===== src/rtl/fft_mult_pkg.sv =====
`default_nettype none
// ============================================================================
// Module      : fft_mult_pkg
// Description : Shared types and helpers for the sign-magnitude multiplier
//               used in the FFT butterfly datapath.
//               - state_t : control FSM encoding (IDLE/BUSY/DONE)
//               - sm_sign : product sign with negative zero folded to +0
// Revision    : 1.0 - initial release
// ============================================================================
package fft_mult_pkg;

    typedef enum logic [1:0] {
        IDLE = 2'd0,
        BUSY = 2'd1,
        DONE = 2'd2
    } state_t;

    // A zero magnitude always yields a positive sign, whatever the operands.
    function automatic logic sm_sign(input logic sa, input logic sb,
                                     input logic mag_nonzero);
        return (sa ^ sb) & mag_nonzero;
    endfunction

endpackage
`default_nettype wire


===== src/rtl/sm_mult_shift_add.sv =====
`default_nettype none
// ============================================================================
// Module      : sm_mult_shift_add
// Description : Combinational single iteration of the shift-add magnitude
//               multiplier.
// Ports       : acc         in  2*MAG_W  running partial product
//               mcand       in  2*MAG_W  shifted multiplicand
//               mplier      in  MAG_W    remaining multiplier bits
//               acc_next    out 2*MAG_W  acc (+ mcand when mplier[0])
//               mcand_next  out 2*MAG_W  mcand << 1
//               mplier_next out MAG_W    mplier >> 1
//               mplier_zero out 1        mplier_next == 0
// Revision    : 1.0 - initial release
// ============================================================================
module sm_mult_shift_add #(
    parameter int MAG_W = 8
) (
    input  logic [2*MAG_W-1:0] acc,
    input  logic [2*MAG_W-1:0] mcand,
    input  logic [MAG_W-1:0]   mplier,
    output logic [2*MAG_W-1:0] acc_next,
    output logic [2*MAG_W-1:0] mcand_next,
    output logic [MAG_W-1:0]   mplier_next,
    output logic               mplier_zero
);

    // The 2*MAG_W accumulator holds (2^MAG_W-1)^2, so the sum never carries out.
    assign acc_next    = mplier[0] ? (acc + mcand) : acc;
    assign mcand_next  = {mcand[2*MAG_W-2:0], 1'b0};
    assign mplier_next = {1'b0, mplier[MAG_W-1:1]};
    assign mplier_zero = (mplier_next == '0);

endmodule
`default_nettype wire


===== src/rtl/sm_seq_multiplier.sv =====
`default_nettype none
// ============================================================================
// Module      : sm_seq_multiplier
// Description : Iterative sign-magnitude multiplier, one multiplier bit per
//               cycle, valid/ready handshakes on input and output.
//               Optional macro SM_MULT_EARLY_EXIT_EN: leave BUSY as soon as
//               the remaining multiplier bits are all zero.
// Ports       : clk       in  1          system clock, rising edge
//               rst_n     in  1          asynchronous active-low reset
//               in_valid  in  1          operands present
//               in_ready  out 1          operands accepted (IDLE only)
//               a, b      in  MAG_W+1    {sign, magnitude} operands
//               out_valid out 1          product valid, held until accepted
//               out_ready in  1          downstream accepts product
//               prdct     out 2*MAG_W+1  {sign, magnitude} product
//               busy      out 1          high in BUSY or DONE
// Revision    : 1.0 - initial release
// ============================================================================
module sm_seq_multiplier
    import fft_mult_pkg::*;
#(
    parameter int MAG_W = 8
) (
    input  logic               clk,
    input  logic               rst_n,
    input  logic               in_valid,
    output logic               in_ready,
    input  logic [MAG_W:0]     a,
    input  logic [MAG_W:0]     b,
    output logic               out_valid,
    input  logic               out_ready,
    output logic [2*MAG_W:0]   prdct,
    output logic               busy
);

    localparam int CNT_W = (MAG_W > 1) ? $clog2(MAG_W) : 1;
    localparam logic [CNT_W-1:0] c_CNT_LAST = CNT_W'(MAG_W - 1);

    state_t               r_state;
    state_t               w_state_next;
    logic [2*MAG_W-1:0]   r_acc;
    logic [2*MAG_W-1:0]   r_mcand;
    logic [MAG_W-1:0]     r_mplier;
    logic [CNT_W-1:0]     r_cnt;
    logic                 r_sgn;
    logic [2*MAG_W:0]     r_prdct;

    logic [2*MAG_W-1:0]   w_acc_next;
    logic [2*MAG_W-1:0]   w_mcand_next;
    logic [MAG_W-1:0]     w_mplier_next;
    logic                 w_mplier_zero;
    logic                 w_last;

    sm_mult_shift_add #(
        .MAG_W (MAG_W)
    ) u_shift_add (
        .acc         (r_acc),
        .mcand       (r_mcand),
        .mplier      (r_mplier),
        .acc_next    (w_acc_next),
        .mcand_next  (w_mcand_next),
        .mplier_next (w_mplier_next),
        .mplier_zero (w_mplier_zero)
    );

`ifdef SM_MULT_EARLY_EXIT_EN
    // Once no multiplier bits remain, further iterations only shift mcand.
    assign w_last = (r_cnt == c_CNT_LAST) || w_mplier_zero;
`else
    logic w_unused_mplier_zero;
    assign w_unused_mplier_zero = w_mplier_zero;
    assign w_last = (r_cnt == c_CNT_LAST);
`endif

    // ---------------- state register ----------------
    always_ff @(posedge clk or negedge rst_n) begin
        if (!rst_n) begin
            r_state <= IDLE;
        end else begin
            r_state <= w_state_next;
        end
    end

    // ---------------- next-state logic ----------------
    always_comb begin
        w_state_next = r_state;
        case (r_state)
            IDLE:    if (in_valid) w_state_next = BUSY;
            BUSY:    if (w_last)   w_state_next = DONE;
            DONE:    if (out_ready) w_state_next = IDLE;
            default: w_state_next = IDLE;
        endcase
    end

    // ---------------- outputs ----------------
    always_comb begin
        in_ready  = (r_state == IDLE);
        busy      = (r_state != IDLE);
        out_valid = (r_state == DONE);
    end

    assign prdct = r_prdct;

    // ---------------- datapath registers ----------------
    always_ff @(posedge clk or negedge rst_n) begin
        if (!rst_n) begin
            r_acc    <= '0;
            r_mcand  <= '0;
            r_mplier <= '0;
            r_cnt    <= '0;
            r_sgn    <= 1'b0;
            r_prdct  <= '0;
        end else begin
            case (r_state)
                IDLE: begin
                    if (in_valid) begin
                        r_mcand  <= {{MAG_W{1'b0}}, a[MAG_W-1:0]};
                        r_mplier <= b[MAG_W-1:0];
                        r_acc    <= '0;
                        r_cnt    <= '0;
                        r_sgn    <= a[MAG_W] ^ b[MAG_W];
                    end
                end
                BUSY: begin
                    r_acc    <= w_acc_next;
                    r_mcand  <= w_mcand_next;
                    r_mplier <= w_mplier_next;
                    r_cnt    <= r_cnt + 1'b1;
                    // r_sgn already holds sa^sb; the helper only applies the
                    // zero-magnitude fold.
                    if (w_last) begin
                        r_prdct <= {sm_sign(r_sgn, 1'b0, |w_acc_next), w_acc_next};
                    end
                end
                default: ;
            endcase
        end
    end

endmodule
`default_nettype wire


===== config.mk =====
export PLATFORM = sky130hd
export DESIGN_NAME = sm_seq_multiplier
export DESIGN_NICKNAME = d
export VERILOG_FILES = /design/src/rtl/fft_mult_pkg.sv /design/src/rtl/sm_mult_shift_add.sv /design/src/rtl/sm_seq_multiplier.sv
export SDC_FILE = /design/constraint.sdc
export NUM_CORES = 1
export LEC_CHECK = 0
export ABC_AREA = 0
export CORE_AREA = 2 2 89 91
export CTS_CLUSTER_SIZE = 24
export DETAILED_ROUTE_END_ITERATION = 12
export DIE_AREA = 0 0 91 93
export HOLD_SLACK_MARGIN = 0.1
export PLACE_DENSITY = 0.74
export SLEW_MARGIN = 20
export SYNTH_ARGS = -nofsm -noshare
export SYNTH_HDL_FRONTEND = slang
export SYNTH_SLANG_ARGS = --single-unit

===== constraint.sdc =====
create_clock -name clk -period 7.6 [get_ports clk]
set_clock_uncertainty 0.15 [all_clocks]
set_input_delay 1.14 -clock clk [delete_from_list [all_inputs] [get_ports clk]]
set_output_delay 1.14 -clock clk [all_outputs]
set_load 0.005 [all_outputs]

# After elaboration in Yosys (flattened, before gate mapping)
# Index checks and enable logic that the tools add are counted.
# classes
n_addsub,2
n_eq_ne,6
n_mux,13
bitwise,2
n_reduce_logical,8
# op_table
cell,n
$pmux W16 S2,2
$mux W16,3
$add A16 B16 Y16,1
$pmux W8 S2,1
$reduce_or A16 Y1,1
$mux W8,1
$mux W2,3
$pmux W2 S3,1
$pmux W3 S2,1
$reduce_and A2 Y1,3
$ne A2 B2 Y1 const B,2
$reduce_bool A2 Y1,2
$add A3 B1 Y3 const B,1
$eq A3 B3 Y1 const B,1
$mux W3,1
$reduce_and A3 Y1,1
$eq A2 B1 Y1 const B,1
$eq A2 B2 Y1 const B,1
$logic_not A2 Y1,1
$ne A2 B1 Y1 const B,1
$and A1 B1 Y1,1
$xor A1 B1 Y1,1
# totals
register_bits,63
in_bits,22
out_inout_bits,20
elab_cells,38

# Logic depth before layout (Yosys ltp)
# Gate-level depths: netlist of run 1.
# depth
word_depth,4
mapped_depth,9
depth_no_buf,9

# Cells and area by module
# From an unflattened synthesis of run 1, not the netlist that was laid out.
# unflattened
cells_unflattened,331
area_unflattened_um2,3708.6
# by_module_without_submodules
module,instances,cells_each,area_each_um2,seq_area_each_um2
sm_seq_multiplier,1,189,2548.7,1576.5
sm_mult_shift_add,1,142,1159.9,0.0

# Worst setup path after synthesis of run 1
# No wires, ideal clock.
# synth_timing
path_kind,reg-to-reg
start,register r_acc[0]
end,register r_prdct[16] (netlist: prdct[16])
setup_ns,0.137
t_arrival_ns,2.621
required_ns,7.313
path_slack_ns,4.692
path_stages_with_launch,10
n_path_buf,0
period_less_slack_ns,2.908
path_cell_list,dfrtp_1 > ha_1 > fa_1 > a211oi_1 > o21ai_1 > a41o_1 > a211o_1 > a211oi_1 > and4b_1 > a31oi_1
# synth_between
elab_chain_len,4
# synth_rtl
item,line_no,source
"start, declared",sm_seq_multiplier.sv:41,logic [2*MAG_W-1:0] r_acc;
"start signal, assigned",sm_seq_multiplier.sv:125,r_acc <= w_acc_next;
$add A16 B16 Y16,sm_mult_shift_add.sv:28,assign acc_next = mplier[0] ? (acc + mcand) : acc;
$mux W16 *,sm_mult_shift_add.sv:28,
$reduce_or A16 Y1 *,sm_seq_multiplier.sv:132,"r_prdct <= {sm_sign(r_sgn, 1'b0, |w_acc_next), w_acc_next};"
$and A1 B1 Y1 *,fft_mult_pkg.sv:21,return (sa ^ sb) & mag_nonzero;
"end signal, assigned",sm_seq_multiplier.sv:132,
"end, declared",sm_seq_multiplier.sv:46,logic [2*MAG_W:0] r_prdct;
# Every way passes the cells marked *; elsewhere a longest branch is shown, timed or not.
# A chain may end at the register's enable or synchronous reset.

# Worst setup path after layout of run 1
# Ends and elaborated chain as after synthesis.

==> impl_metrics.csv, run 1 <==
group,metric,value,unit
sta,fin_setup_tns,0,ns
synthesis,ys.warnings.count,0,
drt,drt-vias-per-instance,5.86,
synthesis,synth.cell_area,0.00367,mm^2
final_layout,fin_area,0.00437,mm^2
placement,hpwl,5800,um
critical_path,reg2reg_to,"prdct[16]",
synthesis,avgSynthCellArea,8.81,um^2
cts,post-cts-setup-buffers,0,
die,ios,42,
critical_path,path_common_cell,"a211oi_1",
synthesis,dominantRegCellSynth,"dfrtp_1",
final_layout,mostFrequentLayoutCell,"nand2_1",
critical_path,max_stage_delay,0.50,ns
placement,io_buffers,41,
critical_path,crit_start,"r_acc[0]",
cts,clkLatencyLatePin,0.34,ns
sta,setup-violations-final,0,
synthesis,synthesis.nets,456,
sta,rsz0062_at_grt,"no",
cts,clockBufferDepth,2,
drt,drt-initial-drc-count,272,
critical_path,crit_arrival,3.40,ns
sta,finalMaxSlewViolations,0,
pwr,power_density,508,mW/mm^2
critical_path,path_max_fanout,4,
die,core_area,0.00753,mm^2
drt,vias,3234,
final_layout,final_nets,485,
drt,dr.pass1.iters,4,
cts,clk_pin_slew,0.07,ns
job,maxCapViolCount,0,
sta,max_freq,300,MHz
placement,place_area,0.00412,mm^2
die,rows,32,
cts,cts.sinks,63,
sta,tightest_slew,1.09,ns
critical_path,cpMaxStageDelayCell,"a211oi_1",
synthesis,ys_seq_area_share,43.0,%
placement,dp.cells,535,
global_routing,grt_usage,20.9,%
pwr,leakage,0.00194,uW
sta,max-slew-margin-rel,27.2,%
sta,finalCritPeriodShare,43.9,%
global_routing,grt_max_degree,64,
drt,wl,8650,um
final_layout,multi_input_area,0.00196,mm^2
critical_path,crit_chain,"ha_1 > fa_1 > a211oi_1 > o21ai_1 > a41o_1 > a211o_1 > a211oi_1 > and4b_1 > a31oi_1",
final_layout,layout_common_cells,"nand2_1, dfrtp_1, o21ai_0, clkdlybuf4s50_1, nor2_1",
global_routing,antenna_found_initial,0,
drt,route.detailed.drc,0,
cts,cts.htree.levels,3,
synthesis,synth_cells,416,
sta,period_needed,3.33,ns
die,initial_core_util,48.7,%
synthesis,synth_edf_count,0,
final_layout,stdcell_count,552,
final_layout,fillers,707,
global_routing,grt-ovfl-total,0,
final_layout,drive_above_1_share,6.00,%
critical_path,endpoint_kind,"flop",
critical_path,cp-start-kind,"flop",
final_layout,regArea,0.00158,mm^2
cts,root_buffer,"clkbuf_8",
pwr,peakVddDrop,0.277,mV
synthesis,async_flop_share,100,%
critical_path,rrSetupSlack,4.27,ns
status,status,"finished clean",
sta,hold-worst-slack,0.326,ns
critical_path,ff2ff_path_depth,9,
sta,hold_viol_final,0,
critical_path,r2r-start,"r_acc[0]",
critical_path,worstPathRequired,7.66,ns
cts,cts_tree,"done",
final_layout,antenna_cells,0,
final_layout,syn_to_final_growth,19.1,%
cts,numCtsBuffers,9,
drt,ant_nets,0,
synthesis,yosysUniqueCellTypes,56,
global_routing,grt_pass1_wl,14200,um
critical_path,cp-endpoint,"prdct[16]",
cts,cts.repair.resized,0,
global_routing,grt_pass1_vias,2884,
placement,gp_congestion,0.879,
critical_path,crit_type,"reg -> reg",
drt,wire_per_inst,15.7,um
synthesis,ys_ff_latch,63,
cts,ctsHoldBuffers,0,
worst_hold_path,hp-class,"reg -> reg",
die,die_x,91,um
die,die_height,93,um
die,dieArea,0.00846,mm^2
-- state kept, by name (all words and copies together) (netlist names) --
signal / count
prdct: 17
r_acc: 16
r_cnt: 3
r_mcand: 16
r_mplier: 8
r_sgn: 1
r_state: 2
-- cells in the mapped netlist, types with 2 or more instances --
cell type / n / area (um^2)
nand2_1: 75 / 282
dfrtp_1: 63 / 1580
o21ai_0: 48 / 240
clkbuf_1: 25 / 93.8
nor2_1: 22 / 82.6
ha_1: 17 / 213
a31oi_1: 16 / 100
nand3_1: 14 / 70.1
a21oi_1: 12 / 60.1
a211oi_1: 10 / 75.1
mux2i_1: 9 / 90.1
a21o_1: 7 / 52.6
inv_1: 7 / 26.3
nor2b_1: 6 / 37.5
nor3_1: 6 / 30.0
nor3b_1: 6 / 45.0
nand2b_1: 5 / 31.3
nand3b_1: 5 / 37.5
and3_1: 4 / 25.0
a32o_1: 3 / 30.0
nand4_1: 3 / 18.8
o211ai_1: 3 / 22.5
o21a_1: 3 / 22.5
or3_1: 3 / 18.8
xnor2_1: 3 / 26.3
a2111oi_0: 2 / 17.5
a211o_1: 2 / 17.5
a2bb2oi_1: 2 / 17.5
a311oi_1: 2 / 17.5
and2_1: 2 / 12.5
and4_1: 2 / 17.5
and4b_1: 2 / 20.0
nor4_1: 2 / 12.5
o2bb2ai_1: 2 / 17.5
xor2_1: 2 / 17.5
-- worst max-delay path: cells and delay by family, from the launching register on --
kind                     cells  cell delay (ns)
AO/OA/AOI/OAI                6             1.71
adder cells (fa/ha/maj)      2             0.69
flip-flops                   1             0.41
AND/OR/NAND/NOR              1             0.24
-- layout make-up --
type	count	share of cell area, %
multi-input cells	319	44.8
flip-flops and latches	63	36.1
repair buffers	45	10.4
clock buffers	11	3.24
well taps	102	2.92
clock inverters	5	1.86
inverters	7	0.602
-- power breakdown --
part / switching [uW] / total [uW] / internal (uW)
Sequential: 143 / 636 / 493
Combinational: 700 / 1250 / 555
Clock: 135 / 329 / 194
-- routing by layer --
layer,vias up,part of all wire [%],global-route usage (%)
met5,-,0,0
met4,0,1.9,8.71
met3,13,5.5,2.82
met2,118,46,31.9
met1,1527,47,30.1
li1,1576,-,-
-- cells by family (layout without fill, tap and decap cells) --
logic type	after synthesis	count (layout)	synth area share (%)
xor+xnor	5	5	1.19
simple gates	161	161	21.1
buf+inv	34	68	3.69
compound gates	125	125	21.9
mux	10	10	2.76
fa+ha+maj	18	18	6.35
flops	63	63	43.0
-- worst min-delay path by stage --
stage | slack (ns) | cells past startpoint | from | endpoint
6_report | 0.33 | 2 | prdct[7] | prdct[7]
5_1_grt | 0.35 | 2 | prdct[6] | prdct[6]
4_1_cts | 0.33 | 2 | prdct[15] | prdct[15]
3_5_place_dp | 0.32 | 2 | r_mplier[1] | r_mplier[0]
3_3_place_gp | 0.31 | 2 | prdct[8] | prdct[8]
2_1_floorplan | 0.30 | 2 | r_sgn | r_sgn
-- stage by stage --
step | utilization [%] | power (uW) | setup WS, ns
after global routing | 58.0 | 2400 | 4.07
after floorplan | - | 1500 | 4.69
final | 58.0 | 2220 | 4.27
after CTS | 57.6 | 2190 | 4.31
after detailed placement | 54.7 | 1850 | 4.27
after global placement | 54.7 | 1830 | 4.32
(Power assumes the default switching activity.)
==> inputs of run 2 (changes only) <==
==> constraint.sdc (replaced) <==
create_clock -name clk -period 3.3 [get_ports clk]
set_clock_uncertainty 0.15 [all_clocks]
set_input_delay 0.495 -clock clk [delete_from_list [all_inputs] [get_ports clk]]
set_output_delay 0.495 -clock clk [all_outputs]
set_load 0.005 [all_outputs]
==> impl_metrics.csv, run 2 (synthesis gave the netlist of run 1 again) <==
group,metric,value,unit
final_layout,syn_to_final_growth,18.2,%
critical_path,crit_arrival,3.10,ns
critical_path,crit_type,"reg -> reg",
critical_path,cp-start-kind,"flop",
sta,setup-violations-final,0,
sta,max-slew-margin-rel,34.5,%
pwr,leakage,0.00193,uW
cts,numCtsBuffers,9,
cts,cts_tree,"done",
die,die_height,93,um
die,ios,42,
critical_path,rrSetupSlack,0.26,ns
cts,cts.sinks,63,
final_layout,fillers,704,
drt,drt-initial-drc-count,277,
global_routing,grt_pass1_wl,13800,um
pwr,power_density,1130,mW/mm^2
pwr,p_clk_share,11.4,%
final_layout,largest_reg_flops,17,
pwr,switching_share,45.0,%
global_routing,antenna_found_initial,0,
final_layout,drive_above_1_share,7.28,%
drt,dr.pass1.iters,4,
sta,max_freq,329,MHz
cts,post-cts-setup-buffers,0,
final_layout,multi_input_area,0.00197,mm^2
global_routing,grt_usage,20.4,%
final_layout,regArea,0.00158,mm^2
placement,gp_congestion,0.894,
global_routing,grt_pass1_vias,2811,
sta,finalMaxSlewViolations,0,
pwr,power.switching,2210,uW
die,dieArea,0.00846,mm^2
drt,route.detailed.drc,0,
placement,place_area,0.00414,mm^2
pwr,peakVddDrop,0.560,mV
cts,clk_pin_slew,0.07,ns
critical_path,ff2ff_path_depth,9,
pwr,seq_power_share,28.7,%
drt,wire_per_inst,15.0,um
job,maxCapViolCount,0,
final_layout,mostFrequentLayoutCell,"nand2_1",
sta,hold-worst-slack,0.151,ns
sta,fin_setup_tns,0,ns
die,die_x,91,um
sta,hold_viol_final,0,
global_routing,grt-ovfl-total,0,
critical_path,crit_start,"r_acc[0]",
drt,vias,3182,
cts,cts.htree.levels,3,
drt,wl,8330,um
placement,io_buffers,41,
sta,tightest_slew,0.981,ns
drt,ant_nets,0,
pwr,power,4900,uW
critical_path,path_max_fanout,4,
sta,rsz0062_at_grt,"no",
placement,hpwl,5770,um
die,initial_core_util,48.7,%
sta,finalCritPeriodShare,92.2,%
sta,period_needed,3.04,ns
final_layout,final_util,57.5,%
final_layout,antenna_cells,0,
die,core_area,0.00753,mm^2
global_routing,grt_max_degree,64,
cts,ctsHoldBuffers,0,
critical_path,worstPathRequired,3.36,ns
final_layout,final_nets,488,
pwr,power_frac_comb,59.9,%
pwr,intPower,2700,uW
worst_hold_path,hp-class,"in -> async",
final_layout,fin_area,0.00433,mm^2
cts,clkLatencyLatePin,0.34,ns
critical_path,r2r-start,"r_acc[0]",
cts,root_buffer,"clkbuf_8",
final_layout,layout_common_cells,"nand2_1, dfrtp_1, o21ai_0, clkdlybuf4s50_1, nor2_1",
cts,clockBufferDepth,2,
status,status,"finished clean",
drt,drt-vias-per-instance,5.73,
critical_path,endpoint_kind,"flop",
die,rows,32,
critical_path,reg2reg_to,"prdct[16]",
[run 2: changes by cell type in the layout (fill, tap and decap cells not counted), sizes merged]
cell      change
buf           +3
bufinv        -2
clkbuf        -2
clkinv        +3
clkinvlp      +1
[run 2: layout make-up]
cell class / instances / share of cell area, %
flip-flops and latches: 63 / 36.4
clock buffers: 9 / 2.86
well taps: 102 / 2.95
repair buffers: 48 / 10.9
multi-input cells: 319 / 45.4
inverters: 7 / 0.607
clock inverters: 7 / 0.924
[run 2: worst max path at each step]
stage,slack (ns),depth (start not counted),end
floorplan,0.39,9,prdct[16]
global placement,0.27,9,prdct[16]
detailed placement,0.25,10,prdct[16]
CTS,0.20,10,prdct[16]
global route,0.06,9,prdct[16]
finish,0.26,9,prdct[16]
[run 2: routing by layer]
| layer | vias to the layer above | track usage, % | part of all wire [%] | wire length (um) |
|---|---|---|---|---|
| met5 | - | 0 | 0 | 0 |
| met4 | 0 | 6.06 | 1.4 | 114 |
| met3 | 10 | 4.19 | 4.5 | 373 |
| met2 | 67 | 30.6 | 45 | 3780 |
| met1 | 1533 | 29.7 | 49 | 4060 |
| li1 | 1572 | - | - | - |
[run 2: what timing repair did]
action	in CTS	in global routing
endpoints found under the setup margin	0	1
resized for setup	0	2
hold endpoints to repair	0	0
[run 2: stage by stage]
step	setup WS, ns	cells
2_1_floorplan	0.392	416
3_3_place_gp	0.265	538
3_5_place_dp	0.245	538
4_1_cts	0.202	554
5_1_grt	0.0639	555
6_report	0.256	555
[run 2: power groups by stage]
stage               Combinational, uW  Sequential [uW]  Clock [uW]
floorplan                        2110             1350           0
global placement                 2810             1400           0
detailed placement               2870             1420           0
CTS                              2880             1410         576
global route                     3280             1460         612
finish                           2940             1410         561
[run 2: critical path: stages (launching register included)]
cell,delay [ns]
dfrtp_1,0.41
ha_1,0.25
fa_1,0.44
a211oi_1,0.32
o21ai_1,0.15
a41o_1,0.29
a211o_1,0.34
a211oi_1,0.26
and4b_1,0.24
a31oi_1,0.08
==> inputs of run 3 (changes only) <==
--- a/config.mk
+++ b/config.mk
@@ -12,6 +12,7 @@
 export DIE_AREA = 0 0 91 93
 export HOLD_SLACK_MARGIN = 0.1
 export PLACE_DENSITY = 0.74
+export REMOVE_ABC_BUFFERS = 1
 export SLEW_MARGIN = 20
 export SYNTH_ARGS = -nofsm -noshare
 export SYNTH_HDL_FRONTEND = slang
==> impl_metrics.csv, run 3 (synthesis gave the netlist of run 1 again) <==
group,metric,value,unit
sta,max_freq,328,MHz
sta,fin_setup_tns,0,ns
pwr,intPower,2830,uW
drt,drt-initial-drc-count,239,
global_routing,grt_usage,20.2,%
critical_path,crit_arrival,3.12,ns
sta,finalWorstSetupSlack,0.252,ns
final_layout,mostFrequentLayoutCell,"nand2_1",
critical_path,r2r-start,"r_acc[0]",
worst_hold_path,hp-class,"in -> async",
drt,dr.pass1.iters,4,
final_layout,regArea,0.00158,mm^2
drt,wire_per_inst,14.8,um
pwr,power,5000,uW
final_layout,largest_reg_flops,17,
final_layout,fin_area,0.00436,mm^2
sta,finalCritPeriodShare,92.4,%
cts,cts.htree.levels,3,
die,dieArea,0.00846,mm^2
critical_path,endpoint_kind,"flop",
placement,hpwl,5630,um
sta,finalMaxSlewViolations,0,
status,status,"finished clean",
cts,clockBufferDepth,2,
critical_path,worstPathRequired,3.37,ns
global_routing,grt_max_degree,64,
die,die_height,93,um
drt,wl,8170,um
cts,clkLatencyLatePin,0.34,ns
final_layout,drive_above_1_share,6.42,%
placement,place_area,0.00414,mm^2
cts,cts_tree,"done",
cts,root_buffer,"clkbuf_8",
global_routing,antenna_found_initial,0,
drt,vias,3122,
cts,ctsHoldBuffers,0,
sta,period_needed,3.05,ns
placement,pre_cts_ws,0.207,ns
sta,setup-violations-final,0,
cts,post-cts-setup-buffers,0,
final_layout,multi_input_area,0.00197,mm^2
sta,max-slew-margin-rel,30.9,%
critical_path,cpMaxStageDelayCell,"fa_1",
job,maxCapViolCount,0,
critical_path,cpLargestDelayFamily,"compound AO/OA/AOI/OAI gates",
final_layout,final_nets,487,
global_routing,grt_pass1_vias,2952,
drt,drt-vias-per-instance,5.64,
final_layout,syn_to_final_growth,18.9,%
die,ios,42,
pwr,seq_power_share,28.1,%
critical_path,cp_num_buf_inv,0,
sta,tightest_slew,1.03,ns
die,initial_core_util,48.7,%
pwr,switching_share,43.3,%
pwr,leakage,0.00194,uW
critical_path,path_max_fanout,4,
final_layout,antenna_cells,0,
global_routing,grt-ovfl-total,0,
critical_path,cp-start-kind,"flop",
drt,ant_nets,0,
cts,cts.sinks,63,
global_routing,grt_pass1_wl,13800,um
final_layout,layout_common_cells,"nand2_1, dfrtp_1, o21ai_0, clkdlybuf4s50_1, nor2_1",
critical_path,max_stage_delay,0.45,ns
placement,io_buffers,41,
critical_path,crit_chain,"ha_1 > fa_1 > a211oi_2 > o21ai_1 > a41o_1 > a211o_1 > a211oi_1 > and4b_1 > a31oi_1",
pwr,p_clk_share,14.1,%
pwr,power.switching,2170,uW
sta,rsz0062_at_grt,"no",
die,core_area,0.00753,mm^2
sta,hold_viol_final,0,
die,rows,32,
drt,route.detailed.drc,0,
final_layout,fillers,708,
cts,clk_pin_slew,0.07,ns
critical_path,crit_start,"r_acc[0]",
pwr,peakVddDrop,0.465,mV
cts,numCtsBuffers,9,
die,die_x,91,um
placement,gp_congestion,0.906,
pwr,power_density,1150,mW/mm^2
critical_path,crit_type,"reg -> reg",
pwr,power_frac_comb,57.8,%
## run 3: cell type report
| cell class | instances | share of cell area (%) |
|---|---|---|
| clock buffer | 12 | 3.10 |
| clock inverter | 4 | 1.61 |
| sequential | 63 | 36.2 |
| timing repair buffer | 47 | 10.3 |
| inverter | 7 | 0.603 |
| tap | 102 | 2.93 |
| multi-input combinational | 319 | 45.2 |
## run 3: through the flow
stage | hold WS (ns) | util [%] | cells
after floorplan | 0.0494 | - | 389
after global placement | 0.309 | 55.0 | 538
after detailed placement | 0.320 | 55.0 | 538
after CTS | 0.194 | 57.7 | 554
after global routing | 0.234 | 57.9 | 554
final | 0.140 | 57.9 | 554
## run 3: final timing paths
| path | end | slack [ns] | cells past startpoint |
|---|---|---|---|
| worst max-delay path | prdct[16] | 0.25 | 9 |
| worst max register to register | prdct[16] | 0.25 | 9 |
| worst min register to register | prdct[3] | 0.32 | 2 |
| max in group asynchronous | r_mcand[2] | 2.31 | 2 |
| min in group clk | prdct[3] | 0.32 | 2 |
| worst min-delay path | r_state[1] | 0.14 | 2 |
## run 3: repair_timing
item	4_1_cts	5_1_grt
setup endpoints to repair	0	1
endpoints found under the hold margin	0	0
resized for setup	0	2
## run 3: per-layer routing
metal | up-vias | track usage [%] | wire length (um)
li1 | 1566 | - | -
met1 | 1478 | 27.2 | 3790
met2 | 73 | 33.0 | 3820
met3 | 5 | 3.95 | 502
met4 | 0 | 6.31 | 63
met5 | - | 0 | 0
## run 3: power groups by stage
| stage | Sequential, uW | Clock [uW] | Combinational [uW] |
|---|---|---|---|
| 5_1_grt | 1460 | 750 | 3250 |
| 6_report | 1400 | 705 | 2890 |
| 4_1_cts | 1400 | 719 | 2860 |
| 3_5_place_dp | 1410 | 0 | 2840 |
| 3_3_place_gp | 1390 | 0 | 2780 |
| 2_1_floorplan | 1380 | 0 | 2010 |
